### src/rtl/oflow_core_seq_ctrl_if.sv
// ---------------------------------------------------------------------------
// oflow_core_seq_ctrl_if
//   Bundle of every handshake/command/status signal around the oflow core
//   frame/set sequencer. Clock and reset stay plain ports on the modules.
//
//   master : the sequencer (drives commands and status, receives strobes)
//   slave  : the surroundings (DMA front end, PE array, CR unit, MEM writer)
//
//   Signals
//     start, new_frame, abort        frame-level control into the sequencer
//     num_of_bbox_in_frame           bbox count of the incoming frame
//     new_set_from_dma/ready_new_set set handshake with the DMA
//     ready_new_frame                frame finished, next one may come
//     start_pe/active_pe/done_pe     PE array launch, enable count, done
//     start_cr/done_cr/conflict_over_th  conflict-resolve launch/result
//     start_write_mem/score, done_write, rnw_st  memory/score write
//     valid_id                       IDs of the frame are final
//     frame_num, num_of_sets, counter_of_remain_bboxes, cr_iter  status
//     busy, err_cr_drop              activity and frame-drop indication
// ---------------------------------------------------------------------------
interface oflow_core_seq_ctrl_if #(
  parameter int PE_NUM      = 24,
  parameter int MAX_BBOX    = 128,
  parameter int FRAME_W     = 8,
  parameter int CR_MAX_ITER = 3
);
  localparam int BBOX_W = $clog2(MAX_BBOX + 1);
  localparam int SET_W  = $clog2((MAX_BBOX + PE_NUM - 1) / PE_NUM + 1);
  localparam int PE_W   = $clog2(PE_NUM + 1);
  localparam int ITER_W = $clog2(CR_MAX_ITER + 1);

  logic              start;
  logic              new_frame;
  logic              abort;
  logic [BBOX_W-1:0] num_of_bbox_in_frame;
  logic              new_set_from_dma;
  logic              ready_new_set;
  logic              ready_new_frame;
  logic              start_pe;
  logic [PE_W-1:0]   active_pe;
  logic              done_pe;
  logic              start_cr;
  logic              done_cr;
  logic              conflict_over_th;
  logic              start_write_mem;
  logic              start_write_score;
  logic              done_write;
  logic              rnw_st;
  logic              valid_id;
  logic [FRAME_W-1:0] frame_num;
  logic [SET_W-1:0]  num_of_sets;
  logic [BBOX_W-1:0] counter_of_remain_bboxes;
  logic [ITER_W-1:0] cr_iter;
  logic              busy;
  logic              err_cr_drop;

  modport master (
    input  start, new_frame, abort, num_of_bbox_in_frame, new_set_from_dma,
           done_pe, done_cr, conflict_over_th, done_write,
    output ready_new_set, ready_new_frame, start_pe, active_pe, start_cr,
           start_write_mem, start_write_score, rnw_st, valid_id, frame_num,
           num_of_sets, counter_of_remain_bboxes, cr_iter, busy, err_cr_drop
  );

  modport slave (
    output start, new_frame, abort, num_of_bbox_in_frame, new_set_from_dma,
           done_pe, done_cr, conflict_over_th, done_write,
    input  ready_new_set, ready_new_frame, start_pe, active_pe, start_cr,
           start_write_mem, start_write_score, rnw_st, valid_id, frame_num,
           num_of_sets, counter_of_remain_bboxes, cr_iter, busy, err_cr_drop
  );
endinterface

### src/rtl/oflow_core_seq_ctrl.sv
// ---------------------------------------------------------------------------
// oflow_core_seq_ctrl
//   Frame/set sequencer of the oflow core. For each frame it splits the bbox
//   count into PE-sized sets, handshakes every set with the DMA, runs the PE
//   array once per set, runs conflict resolution (bounded retries) on every
//   frame but frame 0, then fires the memory/score write and the ID release.
//   A frame whose conflicts stay above threshold after CR_MAX_ITER passes is
//   dropped (err_cr_drop). abort returns to IDLE holding all counters.
//
//   Ports
//     clk      clock
//     reset_N  asynchronous active-low reset
//     bus      oflow_core_seq_ctrl_if.master (all handshakes and status)
//
//   Every output is a register; command pulses are one cycle wide and appear
//   in the first cycle of the state they lead into.
// ---------------------------------------------------------------------------
module oflow_core_seq_ctrl #(
  parameter int PE_NUM      = 24,
  parameter int MAX_BBOX    = 128,
  parameter int FRAME_W     = 8,
  parameter int CR_MAX_ITER = 3
) (
  input  logic                   clk,
  input  logic                   reset_N,
  oflow_core_seq_ctrl_if.master  bus
);
  localparam int BBOX_W = $clog2(MAX_BBOX + 1);
  localparam int SET_W  = $clog2((MAX_BBOX + PE_NUM - 1) / PE_NUM + 1);
  localparam int PE_W   = $clog2(PE_NUM + 1);
  localparam int ITER_W = $clog2(CR_MAX_ITER + 1);

  typedef enum logic [2:0] {
    S_IDLE    = 3'd0,
    S_LOAD    = 3'd1,
    S_SET_REQ = 3'd2,
    S_PE_WAIT = 3'd3,
    S_CR      = 3'd4,
    S_WRITE   = 3'd5
  } state_t;

  // Saturate an incoming bbox count to the frame maximum.
  function automatic logic [BBOX_W-1:0] clamp_bbox(input logic [BBOX_W-1:0] n);
    if (32'(n) > MAX_BBOX) return BBOX_W'(MAX_BBOX);
    return n;
  endfunction

  // Number of PE-sized sets needed for n bboxes (ceiling division).
  function automatic logic [SET_W-1:0] ceil_sets(input logic [BBOX_W-1:0] n);
    return SET_W'((32'(n) + PE_NUM - 1) / PE_NUM);
  endfunction

  // PEs to enable for the next set: whatever is left, at most PE_NUM.
  function automatic logic [PE_W-1:0] min_pe(input logic [BBOX_W-1:0] r);
    if (32'(r) < PE_NUM) return PE_W'(r);
    return PE_W'(PE_NUM);
  endfunction

  state_t             state_q, state_d;
  logic [FRAME_W-1:0] frame_q, frame_d;
  logic [SET_W-1:0]   sets_q, sets_d;
  logic [SET_W-1:0]   sets_done_q, sets_done_d;
  logic [BBOX_W-1:0]  remain_q, remain_d;
  logic [PE_W-1:0]    active_q, active_d;
  logic [ITER_W-1:0]  iter_q, iter_d;
  logic               rdy_set_q, rdy_set_d;
  logic               rdy_frame_q, rdy_frame_d;
  logic               start_pe_q, start_pe_d;
  logic               start_cr_q, start_cr_d;
  logic               start_wr_q, start_wr_d;
  logic               valid_id_q, valid_id_d;
  logic               err_q, err_d;
  logic               rnw_q, rnw_d;
  logic               busy_q, busy_d;

  logic [BBOX_W-1:0]  n_clamped;
  logic [SET_W-1:0]   sets_done_inc;
  logic               handshake;
  logic               cr_retry_ok;

  assign n_clamped     = clamp_bbox(bus.num_of_bbox_in_frame);
  assign sets_done_inc = sets_done_q + SET_W'(1);
  // ready_new_set is only ever high in SET_REQ, so it doubles as the state
  // qualifier for the DMA handshake.
  assign handshake     = rdy_set_q & bus.new_set_from_dma;
  assign cr_retry_ok   = (iter_q < ITER_W'(CR_MAX_ITER));

  // State register plus all registered outputs and counters.
  always_ff @(posedge clk or negedge reset_N) begin
    if (!reset_N) begin
      state_q     <= S_IDLE;
      frame_q     <= '0;
      sets_q      <= '0;
      sets_done_q <= '0;
      remain_q    <= '0;
      active_q    <= '0;
      iter_q      <= '0;
      rdy_set_q   <= 1'b0;
      rdy_frame_q <= 1'b0;
      start_pe_q  <= 1'b0;
      start_cr_q  <= 1'b0;
      start_wr_q  <= 1'b0;
      valid_id_q  <= 1'b0;
      err_q       <= 1'b0;
      rnw_q       <= 1'b1;
      busy_q      <= 1'b0;
    end else begin
      state_q     <= state_d;
      frame_q     <= frame_d;
      sets_q      <= sets_d;
      sets_done_q <= sets_done_d;
      remain_q    <= remain_d;
      active_q    <= active_d;
      iter_q      <= iter_d;
      rdy_set_q   <= rdy_set_d;
      rdy_frame_q <= rdy_frame_d;
      start_pe_q  <= start_pe_d;
      start_cr_q  <= start_cr_d;
      start_wr_q  <= start_wr_d;
      valid_id_q  <= valid_id_d;
      err_q       <= err_d;
      rnw_q       <= rnw_d;
      busy_q      <= busy_d;
    end
  end

  // Next-state decision.
  always_comb begin
    state_d = state_q;
    if (bus.abort) begin
      state_d = S_IDLE;
    end else begin
      case (state_q)
        S_IDLE:    if (bus.start || bus.new_frame) state_d = S_LOAD;
        S_LOAD:    state_d = (n_clamped == '0) ? S_WRITE : S_SET_REQ;
        S_SET_REQ: if (handshake) state_d = S_PE_WAIT;
        S_PE_WAIT: begin
          if (bus.done_pe) begin
            if (sets_done_inc < sets_q) state_d = S_SET_REQ;
            else if (frame_q == '0)     state_d = S_WRITE;
            else                        state_d = S_CR;
          end
        end
        S_CR: begin
          if (bus.done_cr) begin
            if (!bus.conflict_over_th) state_d = S_WRITE;
            else if (!cr_retry_ok)     state_d = S_IDLE;
          end
        end
        S_WRITE:   if (bus.done_write) state_d = S_IDLE;
        default:   state_d = S_IDLE;
      endcase
    end
  end

  // Output and counter updates. Under abort nothing but the levels derived
  // from state_d moves, so pulses are suppressed and counters hold.
  always_comb begin
    frame_d     = frame_q;
    sets_d      = sets_q;
    sets_done_d = sets_done_q;
    remain_d    = remain_q;
    active_d    = active_q;
    iter_d      = iter_q;
    rdy_frame_d = 1'b0;
    start_pe_d  = 1'b0;
    start_cr_d  = 1'b0;
    start_wr_d  = 1'b0;
    valid_id_d  = 1'b0;
    err_d       = 1'b0;

    if (!bus.abort) begin
      case (state_q)
        S_IDLE: begin
          // start wins over new_frame and restarts the frame count.
          if (bus.start) frame_d = '0;
        end
        S_LOAD: begin
          sets_d      = ceil_sets(n_clamped);
          remain_d    = n_clamped;
          sets_done_d = '0;
          iter_d      = '0;
          if (n_clamped == '0) begin
            // Empty frame: straight to the write, IDs final unless frame 0.
            start_wr_d = 1'b1;
            valid_id_d = (frame_q != '0);
          end
        end
        S_SET_REQ: begin
          if (handshake) begin
            active_d   = min_pe(remain_q);
            start_pe_d = 1'b1;
          end
        end
        S_PE_WAIT: begin
          if (bus.done_pe) begin
            remain_d    = remain_q - BBOX_W'(active_q);
            sets_done_d = sets_done_inc;
            if (sets_done_inc >= sets_q) begin
              if (frame_q == '0) begin
                start_wr_d = 1'b1;
              end else begin
                start_cr_d = 1'b1;
                iter_d     = ITER_W'(1);
              end
            end
          end
        end
        S_CR: begin
          if (bus.done_cr) begin
            if (!bus.conflict_over_th) begin
              valid_id_d = 1'b1;
              start_wr_d = 1'b1;
            end else if (cr_retry_ok) begin
              start_cr_d = 1'b1;
              iter_d     = iter_q + ITER_W'(1);
            end else begin
              err_d = 1'b1;
            end
          end
        end
        S_WRITE: begin
          if (bus.done_write) begin
            rdy_frame_d = 1'b1;
            frame_d     = frame_q + FRAME_W'(1);
          end
        end
        default: ;
      endcase
    end

    rdy_set_d = (state_d == S_SET_REQ);
    busy_d    = (state_d != S_IDLE);
    rnw_d     = (state_d != S_WRITE);
  end

  assign bus.ready_new_set            = rdy_set_q;
  assign bus.ready_new_frame          = rdy_frame_q;
  assign bus.start_pe                 = start_pe_q;
  assign bus.active_pe                = active_q;
  assign bus.start_cr                 = start_cr_q;
  assign bus.start_write_mem          = start_wr_q;
  assign bus.start_write_score        = start_wr_q;
  assign bus.rnw_st                   = rnw_q;
  assign bus.valid_id                 = valid_id_q;
  assign bus.frame_num                = frame_q;
  assign bus.num_of_sets              = sets_q;
  assign bus.counter_of_remain_bboxes = remain_q;
  assign bus.cr_iter                  = iter_q;
  assign bus.busy                     = busy_q;
  assign bus.err_cr_drop              = err_q;

endmodule

### src/flat_wrapper.sv
// flat-port wrapper written by rule: the top's interface ports become plain ports
module oflow_core_seq_ctrl_flat 
#(
  parameter int PE_NUM      = 24,
  parameter int MAX_BBOX    = 128,
  parameter int FRAME_W     = 8,
  parameter int CR_MAX_ITER = 3
)
  (clk, reset_N, bus_start, bus_new_frame, bus_abort, bus_num_of_bbox_in_frame, bus_new_set_from_dma, bus_done_pe, bus_done_cr, bus_conflict_over_th, bus_done_write, bus_ready_new_set, bus_ready_new_frame, bus_start_pe, bus_active_pe, bus_start_cr, bus_start_write_mem, bus_start_write_score, bus_rnw_st, bus_valid_id, bus_frame_num, bus_num_of_sets, bus_counter_of_remain_bboxes, bus_cr_iter, bus_busy, bus_err_cr_drop);
  oflow_core_seq_ctrl_if #(.PE_NUM(PE_NUM), .MAX_BBOX(MAX_BBOX), .FRAME_W(FRAME_W), .CR_MAX_ITER(CR_MAX_ITER)) bus_i ();
  input  logic clk;
  input  logic reset_N;
  input wire logic [$bits(bus_i.start)-1:0] bus_start;
  input wire logic [$bits(bus_i.new_frame)-1:0] bus_new_frame;
  input wire logic [$bits(bus_i.abort)-1:0] bus_abort;
  input wire logic [$bits(bus_i.num_of_bbox_in_frame)-1:0] bus_num_of_bbox_in_frame;
  input wire logic [$bits(bus_i.new_set_from_dma)-1:0] bus_new_set_from_dma;
  input wire logic [$bits(bus_i.done_pe)-1:0] bus_done_pe;
  input wire logic [$bits(bus_i.done_cr)-1:0] bus_done_cr;
  input wire logic [$bits(bus_i.conflict_over_th)-1:0] bus_conflict_over_th;
  input wire logic [$bits(bus_i.done_write)-1:0] bus_done_write;
  output wire logic [$bits(bus_i.ready_new_set)-1:0] bus_ready_new_set;
  output wire logic [$bits(bus_i.ready_new_frame)-1:0] bus_ready_new_frame;
  output wire logic [$bits(bus_i.start_pe)-1:0] bus_start_pe;
  output wire logic [$bits(bus_i.active_pe)-1:0] bus_active_pe;
  output wire logic [$bits(bus_i.start_cr)-1:0] bus_start_cr;
  output wire logic [$bits(bus_i.start_write_mem)-1:0] bus_start_write_mem;
  output wire logic [$bits(bus_i.start_write_score)-1:0] bus_start_write_score;
  output wire logic [$bits(bus_i.rnw_st)-1:0] bus_rnw_st;
  output wire logic [$bits(bus_i.valid_id)-1:0] bus_valid_id;
  output wire logic [$bits(bus_i.frame_num)-1:0] bus_frame_num;
  output wire logic [$bits(bus_i.num_of_sets)-1:0] bus_num_of_sets;
  output wire logic [$bits(bus_i.counter_of_remain_bboxes)-1:0] bus_counter_of_remain_bboxes;
  output wire logic [$bits(bus_i.cr_iter)-1:0] bus_cr_iter;
  output wire logic [$bits(bus_i.busy)-1:0] bus_busy;
  output wire logic [$bits(bus_i.err_cr_drop)-1:0] bus_err_cr_drop;
  assign bus_i.start = bus_start;
  assign bus_i.new_frame = bus_new_frame;
  assign bus_i.abort = bus_abort;
  assign bus_i.num_of_bbox_in_frame = bus_num_of_bbox_in_frame;
  assign bus_i.new_set_from_dma = bus_new_set_from_dma;
  assign bus_i.done_pe = bus_done_pe;
  assign bus_i.done_cr = bus_done_cr;
  assign bus_i.conflict_over_th = bus_conflict_over_th;
  assign bus_i.done_write = bus_done_write;
  assign bus_ready_new_set = bus_i.ready_new_set;
  assign bus_ready_new_frame = bus_i.ready_new_frame;
  assign bus_start_pe = bus_i.start_pe;
  assign bus_active_pe = bus_i.active_pe;
  assign bus_start_cr = bus_i.start_cr;
  assign bus_start_write_mem = bus_i.start_write_mem;
  assign bus_start_write_score = bus_i.start_write_score;
  assign bus_rnw_st = bus_i.rnw_st;
  assign bus_valid_id = bus_i.valid_id;
  assign bus_frame_num = bus_i.frame_num;
  assign bus_num_of_sets = bus_i.num_of_sets;
  assign bus_counter_of_remain_bboxes = bus_i.counter_of_remain_bboxes;
  assign bus_cr_iter = bus_i.cr_iter;
  assign bus_busy = bus_i.busy;
  assign bus_err_cr_drop = bus_i.err_cr_drop;
  oflow_core_seq_ctrl #(.PE_NUM(PE_NUM), .MAX_BBOX(MAX_BBOX), .FRAME_W(FRAME_W), .CR_MAX_ITER(CR_MAX_ITER)) u_core (.clk(clk), .reset_N(reset_N), .bus(bus_i));
endmodule
### config.mk
export PLATFORM = sky130hd
export DESIGN_NAME = oflow_core_seq_ctrl_flat
export DESIGN_NICKNAME = d
export VERILOG_FILES = /design/src/rtl/oflow_core_seq_ctrl_if.sv /design/src/rtl/oflow_core_seq_ctrl.sv /design/src/flat_wrapper.sv
export SDC_FILE = /design/constraint.sdc
export NUM_CORES = 1
export LEC_CHECK = 0
export ABC_AREA = 1
export CAP_MARGIN = 15
export CORE_ASPECT_RATIO = 0.5
export CORE_MARGIN = 2
export CORE_UTILIZATION = 40
export CTS_CLUSTER_SIZE = 30
export DETAILED_ROUTE_END_ITERATION = 10
export HOLD_SLACK_MARGIN = 0.08
export SYNTH_ARGS = -nofsm -noshare
export SYNTH_HDL_FRONTEND = slang
export SYNTH_SLANG_ARGS = --single-unit
### constraint.sdc
create_clock -name clk -period 3.67 [get_ports clk]
set_input_delay 0.9175 -clock clk [delete_from_list [all_inputs] [get_ports clk]]
set_output_delay 0.9175 -clock clk [all_outputs]
set_load 0.02 [all_outputs]
[Word level (Yosys, flattened, before mapping)]
Index checks and enable logic that the tools add are counted.
Widths: inputs -> output; s select.
Operators by class
  $add $sub $neg: 6
  div/mod/pow operators: 1
  order comparisons: 5
  equal/unequal tests: 15
  muxes and demuxes: 65
  bitwise operators: 2
  reductions and logical operators: 14
Operators by type and width (count)
  $mux 8: 5
  $mux 1: 33
  $mux 3: 11
  $div 32x5->32 const B: 1
  $pmux 8 s2: 2
  $sub 32x1->32 const B: 1
  $pmux 3 s6: 1
  $logic_not 8->1: 2
  $mux 2: 6
  $ne 2x2->1 const B: 6
  $mux 5: 2
  $add 8x5->9 const B: 1
  $eq 3x2->1 const B: 3
  $add 8x1->8 const B: 1
  $gt 8x8->1 const B: 1
  $lt 8x5->1 const B: 1
  $reduce_and 8->1: 1
  $reduce_bool 8->1: 1
  $sub 8x5->8: 1
  $eq 3x3->1 const B: 2
  $pmux 2 s3: 1
  $pmux 3 s2: 1
  $reduce_and 3->1: 2
  $reduce_bool 3->1: 2
  17 further kinds: 20
Storage, ports and cells
  bits in registers: 41
  input bits: 18
  output and inout port bits: 36
  logic and storage cells: 124

[Longest topological paths before layout]
Gate-level depths: netlist of the first run.
  word-level depth: 8
  depth in mapped cells: 26

[Least setup slack after synthesis of the first run]
OpenSTA, ideal clock, no wires.
  path kind: input -> register
  start: in bus_num_of_bbox_in_frame[4]
  end: reg u_core.sets_q[0] (netlist: u_core.bus.num_of_sets[0])
  setup time: 120 ps
  data arrival time: 3300 ps
  data required time: 3550 ps
  path slack: 250 ps
  stages on the path: 21
  path buffers: 0
  cell sequence: inv_1 > nand3_1 > o21ai_1 > nand2_1 > ha_1 > o31ai_2 > nor3_1 > ha_1 > nor2_1 > o211ai_2 > nand3_2 > nand2_2 > nand2_2 > nand3_2 > nand2_2 > nand2_2 > nand2_1 > nand3_1 > nand2_1 > nor2_1 > a21oi_2
On the way
  longest elaborated chain between the ends: 6
RTL lines
  start, declared: RTL line flat_wrapper.sv:16  | input wire logic [$bits(bus_i.num_of_bbox_in_frame)-1:0] bus_num_of_bbox_in_frame;
  $gt 8x8->1: RTL line oflow_core_seq_ctrl.sv:44  | if (32'(n) > MAX_BBOX) return BBOX_W'(MAX_BBOX);
  $mux 1: RTL line oflow_core_seq_ctrl.sv:44
  $mux 8 *: RTL line oflow_core_seq_ctrl.sv:45  | return n;
  $add 8x5->9 *: RTL line oflow_core_seq_ctrl.sv:50  | return SET_W'((32'(n) + PE_NUM - 1) / PE_NUM);
  $sub 32x1->32 *: RTL line oflow_core_seq_ctrl.sv:50
  $div 32x5->32 *: RTL line oflow_core_seq_ctrl.sv:50
  end signal, assigned: RTL line oflow_core_seq_ctrl.sv:110  | sets_q <= sets_d;
  end, declared: RTL line oflow_core_seq_ctrl.sv:61  | logic [SET_W-1:0] sets_q, sets_d;
Every way passes the cells marked *; elsewhere a longest branch is shown, timed or not.
A chain may end at the register's enable or synchronous reset.

[Final worst setup path of the first run]
  start: in bus_num_of_bbox_in_frame[1]
  end: reg u_core.sets_q[0] (netlist: u_core.bus.num_of_sets[0])
Same word-level chain as after synthesis.

==> results of run 1 <==
[layout by cell type, fill, tap and decap left out, types with 2 or more instances in the layout]
cell / netlist / final
a211oi_1: 3 / 3
a21oi_1: 18 / 18
a31oi_1: 2 / 2
buf_4: 1 / 34
clkbuf_16: 0 / 5
clkdlybuf4s50_1: 0 / 44
dfrtp_1: 40 / 40
dlygate4sd2_1: 0 / 5
dlymetal6s2s_1: 0 / 3
ha_1: 17 / 15
ha_4: 0 / 2
inv_1: 72 / 68
inv_2: 4 / 8
nand2_1: 71 / 66
nand2_2: 11 / 16
nand3_1: 24 / 23
nand3_2: 6 / 7
nand4_1: 5 / 5
nor2_1: 46 / 44
nor2_2: 4 / 5
nor3_1: 9 / 8
nor4_1: 2 / 2
o211ai_2: 2 / 2
o21ai_0: 30 / 30
xor2_1: 5 / 5
[layout make-up]
class / count / area, sq um
Fill cell: 627 / 2830
Tap cell: 92 / 115
Inverter: 78 / 297
Multi-Input combinational cell: 270 / 1590
Sequential cell: 41 / 1030
Clock buffer: 5 / 125
Timing Repair Buffer: 87 / 782
Clock inverter: 3 / 46.3
[sequential cells by signal, indices dropped and copies added, names as in the netlist]
register                             count
u_core.bus.counter_of_remain_bboxes      8
u_core.bus.frame_num                     8
u_core.bus.active_pe                     5
u_core.bus.num_of_sets                   3
u_core.sets_done_q                       3
u_core.state_q                           3
u_core.bus.cr_iter                       2
u_core.bus.busy                          1
u_core.bus.err_cr_drop                   1
u_core.bus.ready_new_frame               1
u_core.bus.ready_new_set                 1
u_core.bus.rnw_st                        1
u_core.bus.start_cr                      1
u_core.bus.start_pe                      1
u_core.bus.start_write_mem               1
u_core.bus.valid_id                      1
[path summary, 6_finish.rpt]
check	slack [ns]	to	depth (start not counted)	start
min	0.49	u_core.sets_done_q[1]$_DFFE_PN0P_	2	u_core.sets_done_q[1]$_DFFE_PN0P_
min reg2reg	0.49	u_core.sets_done_q[1]$_DFFE_PN0P_	2	u_core.sets_done_q[1]$_DFFE_PN0P_
max in group asynchronous	2.31	u_core.bus.err_cr_drop$_DFF_PN0_	1	reset_N
max reg2reg	1.31	u_core.bus.cr_iter[0]$_DFFE_PN0P_	9	u_core.sets_done_q[0]$_DFFE_PN0P_
min in group asynchronous	0.76	u_core.bus.counter_of_remain_bboxes[7]$_DFFE_PN0P_	1	reset_N
max	0.20	u_core.bus.num_of_sets[0]$_DFFE_PN0P_	22	bus_num_of_bbox_in_frame[1]
[worst min-delay path, cell delays in order (launching register included)]
cell and delay (ns):
dfrtp_1 0.34, nand2_1 0.05, nand2_1 0.05
[per-stage QoR]
step / area [sq um] / hold WS [ns] / std cells
2_1_floorplan: 2860 / 0.446 / 394
3_3_place_gp: 3660 / 0.461 / 559
3_5_place_dp: 3660 / 0.471 / 559
4_1_cts: 3930 / 0.490 / 573
5_1_grt: 3980 / 0.546 / 576
6_report: 3980 / 0.486 / 576
[layer usage]
layer	share of wire [%]	track usage, %	routed length (um)	vias up
met2	48	32.5	3310	51
met4	0.60	4.26	42	0
met5	0	0	0	-
li1	-	-	-	1430
met3	4.5	2.95	312	4
met1	47	26.4	3290	1294
[cell families (layout without fill, tap and decap cells)]
kind of cell / after synthesis / in the layout / share of synthesized area [%]
AOI/OAI and AO/OA: 63 / 63 / 12.7
xor gates and xnor gates: 7 / 7 / 2.41
adders and majority gates: 18 / 18 / 8.14
buffers and inverters: 83 / 173 / 11.2
DFF: 41 / 41 / 35.9
muxes: 1 / 1 / 0.394
other: 1 / 1 / 0.131
and+or+nand+nor: 180 / 180 / 29.1
[power groups by stage]
stage          clock network (W)  logic [W]  registers [W]
6_report                0.000504   0.000885       0.000618
5_1_grt                 0.000540   0.000988       0.000632
4_1_cts                 0.000516   0.000878       0.000619
3_5_place_dp                   0   0.000865       0.000627
3_3_place_gp                   0   0.000842       0.000621
2_1_floorplan                  0   0.000440       0.000711
[what timing repair did]
action	CTS	global route
gates resized for setup	16	12
endpoints found under the setup margin	2	3
gates cloned	0	0
hold endpoints to repair	0	0
pin swaps	12	14
setup buffers	6	3
==> results.ini, run 1 <==
[status]
status = complete, no violations

[setup_path]
cp_common_cell = nand2_2
worst-path-max-fanout = 4
slowest_stage = o31ai_4
cp-end-kind = flip-flop
path_class = input port to flip-flop
cp.arrival_ns = 3.64
critical_path_buf_inv_count = 2
critPathMaxStageDelay_ns = 0.31
crit_family = simple AND/OR/NAND/NOR gates
cp_data_required_time_ns = 3.84
path_cells = dlygate4sd2_1 > nor2_1 > nand2_1 > o21ai_2 > nand2_2 > ha_4 > o31ai_4 > nor3_4 > ha_4 > inv_1 > o211ai_2 > nand3_2 > nand2_2 > nand2_2 > nand3_2 > nand2_2 > nand2_2 > nand2_1 > nand3_1 > nand2_2 > nor2_2 > a21oi_2
start_kind = input port

[synth]
async_flop_share_pct = 100
syn_area_per_cell_sq_um = 7.25
syn_area_sq_mm = 0.00286
synth_common_cells = 72 x inv_1, 71 x nand2_1, 46 x nor2_1
syn_inst = 394
synth_area_leaders = dfrtp_1 35%, inv_1 9.5%, nand2_1 9.3%
synth_edf_count = 0
synth_top_area_share_pct = 35.0
ys_types = 39
ys_seq_area_share_pct = 35.9
synth_area_leader_cell = dfrtp_1
yosys_warnings = 0
ys_seq_elements = 41
synth_nets = 430
yosysMostFrequentCell = inv_1
ys.flop_type = dfrtp_1

[layout]
nets = 519
area_delta_synth_final_pct = 39.3
num_antenna_cells = 0
final_layout_size_suffix_gt1_share_pct = 19.6
post-route-util_pct = 58.5

[clock_network]
cts_buffers = 5
clk_pin_slew_ns = 0.06
cts_hold_buf = 0
cts_max_path_buffers = 2
cts.sinks = 41
cts-htree-levels = 2
clk_latency_ns = 0.28
root_buffer = clkbuf_16
tritoncts = built

[floorplan]
die_w_um = 124
fp.dieH_um = 63.8
start_util_pct = 42.0
ios = 54
die_area_sq_mm = 0.00788
core_area_sq_mm = 0.00681
row_count = 21

[global_route]
antenna_found_initial = 0
grt_pass1_wl_mm = 12.2
grt_pass1_vias = 2717
grt_util_all_layers_pct = 19.3
grt_max_degree = 42
grt_overflow = 0

[pwr]
p_leak_nw = 2.01
power.clock.fraction_pct = 25.1
powerDensity_mw_per_mm2 = 504
p_comb_share_pct = 44.1
swShare_pct = 38.3
intPower_w = 0.00124
irDropWorstVdd_mv = 0.217
p_sw_w = 0.000768
pwr-share-seq_pct = 30.8
totalPowerFinal_w = 0.00201

[placed_design]
globalplace.congestion = 0.890
pre_cts_ws_ns = -0.407
hpwlAfterDp_mm = 5.45
port_buffers = 53

[min_path]
hold_path_class = flip-flop to flip-flop

[drt]
drc = 0
vias = 2779
via_per_inst = 4.82
wire_per_inst_um = 12.1
ant_nets = 0
first_pass_iters = 4
wirelength_mm = 6.95
drt_iter0_markers = 160

[timing]
final.setup.tns_ns = 0
fin_skew_ns = 0.00831
worst_slack_ns = 0.202
maxSlewHeadroom_pct = 37.4
min_period_ns = 3.47
fmax_mhz = 288
max_slew.worst_pin.slew_ns = 0.939
final_hold_viol_count = 0
setup_viol = 0
timing.final.crit_share_pct = 94.5
slew_violations = 0

[flow_run]
max_cap_violations = 0

No activity file was read; power rests on OpenSTA's default activity.
==> inputs of run 2 (changes only) <==
--- a/config.mk
+++ b/config.mk
@@ -13,6 +13,7 @@
 export CTS_CLUSTER_SIZE = 30
 export DETAILED_ROUTE_END_ITERATION = 10
 export HOLD_SLACK_MARGIN = 0.08
+export RECOVER_POWER = 50
 export SYNTH_ARGS = -nofsm -noshare
 export SYNTH_HDL_FRONTEND = slang
 export SYNTH_SLANG_ARGS = --single-unit
==> run 2 against run 1 <==
  * Critical path depth stayed put
  * Combinational power is 0.8% lower
  * Clock power is essentially flat
  * Global-route usage is the same
  * Cell count is the same
  * The run now ends with capacitance limit, slew limit left
  * Clock skew about the same
  * First-iteration DRC count up 6.9%
  * Die area unchanged
  * Highest routed layer unchanged
  * Core utilization decreased by 0.073 points
  * Clock-buffer cell count is the same
==> results.ini, run 2 (synthesis results as in run 1) <==
[placed_design]
port_buffers = 53  ; unchanged
hpwlAfterDp_mm = 5.45  ; unchanged
dpl-instance-area_sq_mm = 0.00366  ; unchanged
globalplace.congestion = 0.890  ; unchanged

[layout]
num_antenna_cells = 0  ; unchanged
fill_cells = 628  ; was 627
post-route-util_pct = 58.4  ; was 58.5%
final_layout_size_suffix_gt1_share_pct = 19.2  ; was 19.6%
area_delta_synth_final_pct = 39.1  ; was 39.3%
nets = 519  ; unchanged
stdcell_area_sq_mm = 0.00398  ; about the same
final_cell_mix = 68 x inv_1, 66 x nand2_1, 44 x nor2_1  ; was 68 x inv_1, 66 x nand2_1, 44 x nor2_1, 44 x clkdlybuf4s50_1, 40 x dfrtp_1
layout_commonest_cell = inv_1  ; unchanged

[timing]
fmax_mhz = 288  ; about the same
final.setup.tns_ns = 0  ; unchanged
maxSlewHeadroom_pct = -49.1  ; was 37.4%
timing.hold.ws_ns = 0.487  ; was 0.486 ns
fin_skew_ns = 0.00834  ; was 0.00831 ns
setup_viol = 0  ; unchanged
max_slew.worst_pin.slew_ns = 2.24  ; was 0.939 ns
final_hold_viol_count = 0  ; unchanged
min_period_ns = 3.47  ; about the same
timing.final.crit_share_pct = 94.5  ; about the same
slew_violations = 42  ; was 0

[setup_path]
path_class = input port to flip-flop  ; unchanged
reg2reg_from = u_core.sets_done_q[0]$_DFFE_PN0P_  ; unchanged
cp.arrival_ns = 3.64  ; about the same
r2r_cells = 9  ; unchanged
r2r_slack_ns = 1.32  ; was 1.31 ns
r2r-end = u_core.bus.cr_iter[0]$_DFFE_PN0P_  ; unchanged
cp_data_required_time_ns = 3.84  ; about the same
start_kind = input port  ; unchanged
worst-path-max-fanout = 4  ; unchanged
cp-end-kind = flip-flop  ; unchanged

[drt]
drt_iter0_markers = 171  ; was 160
ant_nets = 0  ; unchanged
via_per_inst = 4.82  ; unchanged
drc = 0  ; unchanged
wirelength_mm = 6.94  ; was 6.95 mm
wire_per_inst_um = 12.1  ; about the same
first_pass_iters = 4  ; unchanged
vias = 2779  ; unchanged

[clock_network]
clk_latency_ns = 0.28  ; about the same
cts_hold_buf = 0  ; unchanged
cts-htree-levels = 2  ; unchanged
cts_max_path_buffers = 2  ; unchanged
cts.sinks = 41  ; unchanged
tritoncts = built  ; unchanged
clk_pin_slew_ns = 0.06  ; about the same
cts_buffers = 5  ; unchanged
root_buffer = clkbuf_16  ; unchanged

[status]
status = finished with violations  ; was complete, no violations
violations = capacitance limit, slew limit

[global_route]
antenna_found_initial = 0  ; unchanged
grt_pass1_wl_mm = 12.2  ; unchanged
grt_util_all_layers_pct = 19.3  ; unchanged
grt_overflow = 0  ; unchanged
grt_pass1_vias = 2717  ; unchanged
grt_max_degree = 42  ; unchanged

[min_path]
hold_depth = 2  ; unchanged
min_from = u_core.sets_done_q[1]$_DFFE_PN0P_  ; unchanged
hold_path_class = flip-flop to flip-flop  ; unchanged
hold_end = u_core.sets_done_q[1]$_DFFE_PN0P_  ; unchanged

[pwr]
p_leak_nw = 2.03  ; was 2.01 nW
totalPowerFinal_w = 0.00200  ; was 0.00201 W
irDropWorstVdd_mv = 0.217  ; about the same
powerDensity_mw_per_mm2 = 503  ; was 504 mW/mm^2

[floorplan]
core_area_sq_mm = 0.00681  ; unchanged
die_area_sq_mm = 0.00788  ; unchanged
die_w_um = 124  ; unchanged
start_util_pct = 42.0  ; unchanged
row_count = 21  ; unchanged
ios = 54  ; unchanged
fp.dieH_um = 63.8  ; unchanged

[flow_run]
max_cap_violations = 1  ; was 0

-- run 2: area by class of cell --
class                   count  area [sq um]  area share (%)
clock buffers               5           125            3.15
repair buffers             87           777            19.5
flip-flops and latches     41          1030            25.8
inverters                  78           297            7.46
multi-input cells         270          1590            39.9
well taps                  92           115            2.90
clock inverters             3          46.3            1.16
-- run 2: worst max path at each step --
stage | to | startpoint | cells past startpoint
global route | u_core.bus.num_of_sets[0]$_DFFE_PN0P_ | bus_num_of_bbox_in_frame[1] | 25
finish | u_core.bus.num_of_sets[0]$_DFFE_PN0P_ | bus_num_of_bbox_in_frame[1] | 22
CTS | u_core.bus.num_of_sets[0]$_DFFE_PN0P_ | bus_num_of_bbox_in_frame[5] | 26
floorplan | u_core.bus.num_of_sets[0]$_DFFE_PN0P_ | bus_num_of_bbox_in_frame[4] | 21
global placement | u_core.bus.num_of_sets[0]$_DFFE_PN0P_ | bus_num_of_bbox_in_frame[5] | 25
detailed placement | u_core.bus.num_of_sets[0]$_DFFE_PN0P_ | bus_num_of_bbox_in_frame[4] | 25
-- run 2: per-layer routing --
metal  track usage [%]  part of all wire (%)  vias up
li1                  -                     -     1431
met1              26.4                    48     1295
met2              32.5                    48       49
met3              2.95                   4.1        4
met4              4.26                  0.60        0
met5                 0                     0        -
-- run 2: stage by stage --
| step | setup WS (ns) | cells |
|---|---|---|
| final | 0.202 | 576 |
| after global routing | -0.0385 | 576 |
| after CTS | 0.00192 | 573 |
| after detailed placement | -0.407 | 559 |
| after global placement | -0.208 | 559 |
| after floorplan | 0.250 | 394 |
-- run 2: where the power goes --
group	internal (W)	total, W	switching (W)
logic	0.000369	0.000878	0.000508
registers	0.000541	0.000617	0.0000767
clock network	0.000322	0.000504	0.000182
-- run 2: worst max-delay path: stages --
cell and delay [ns]:
dlygate4sd2_1 0.24, nor2_1 0.09, nand2_1 0.07, o21ai_2 0.18
nand2_2 0.10, ha_4 0.19, o31ai_4 0.30, nor3_4 0.09
ha_4 0.30, inv_1 0.05, o211ai_2 0.21, nand3_2 0.15
nand2_2 0.11, nand2_2 0.07, nand3_2 0.09, nand2_2 0.07
nand2_2 0.08, nand2_1 0.05, nand3_1 0.09, nand2_2 0.06
nor2_2 0.09, a21oi_2 0.06
-- run 2: what timing repair did --
item / 4_1_cts / 5_1_grt
endpoints found under the setup margin: 2 / 3
pin swaps: 12 / 14
endpoints found under the hold margin: 0 / 0
buffers inserted: 6 / 3
gates resized for setup: 16 / 12
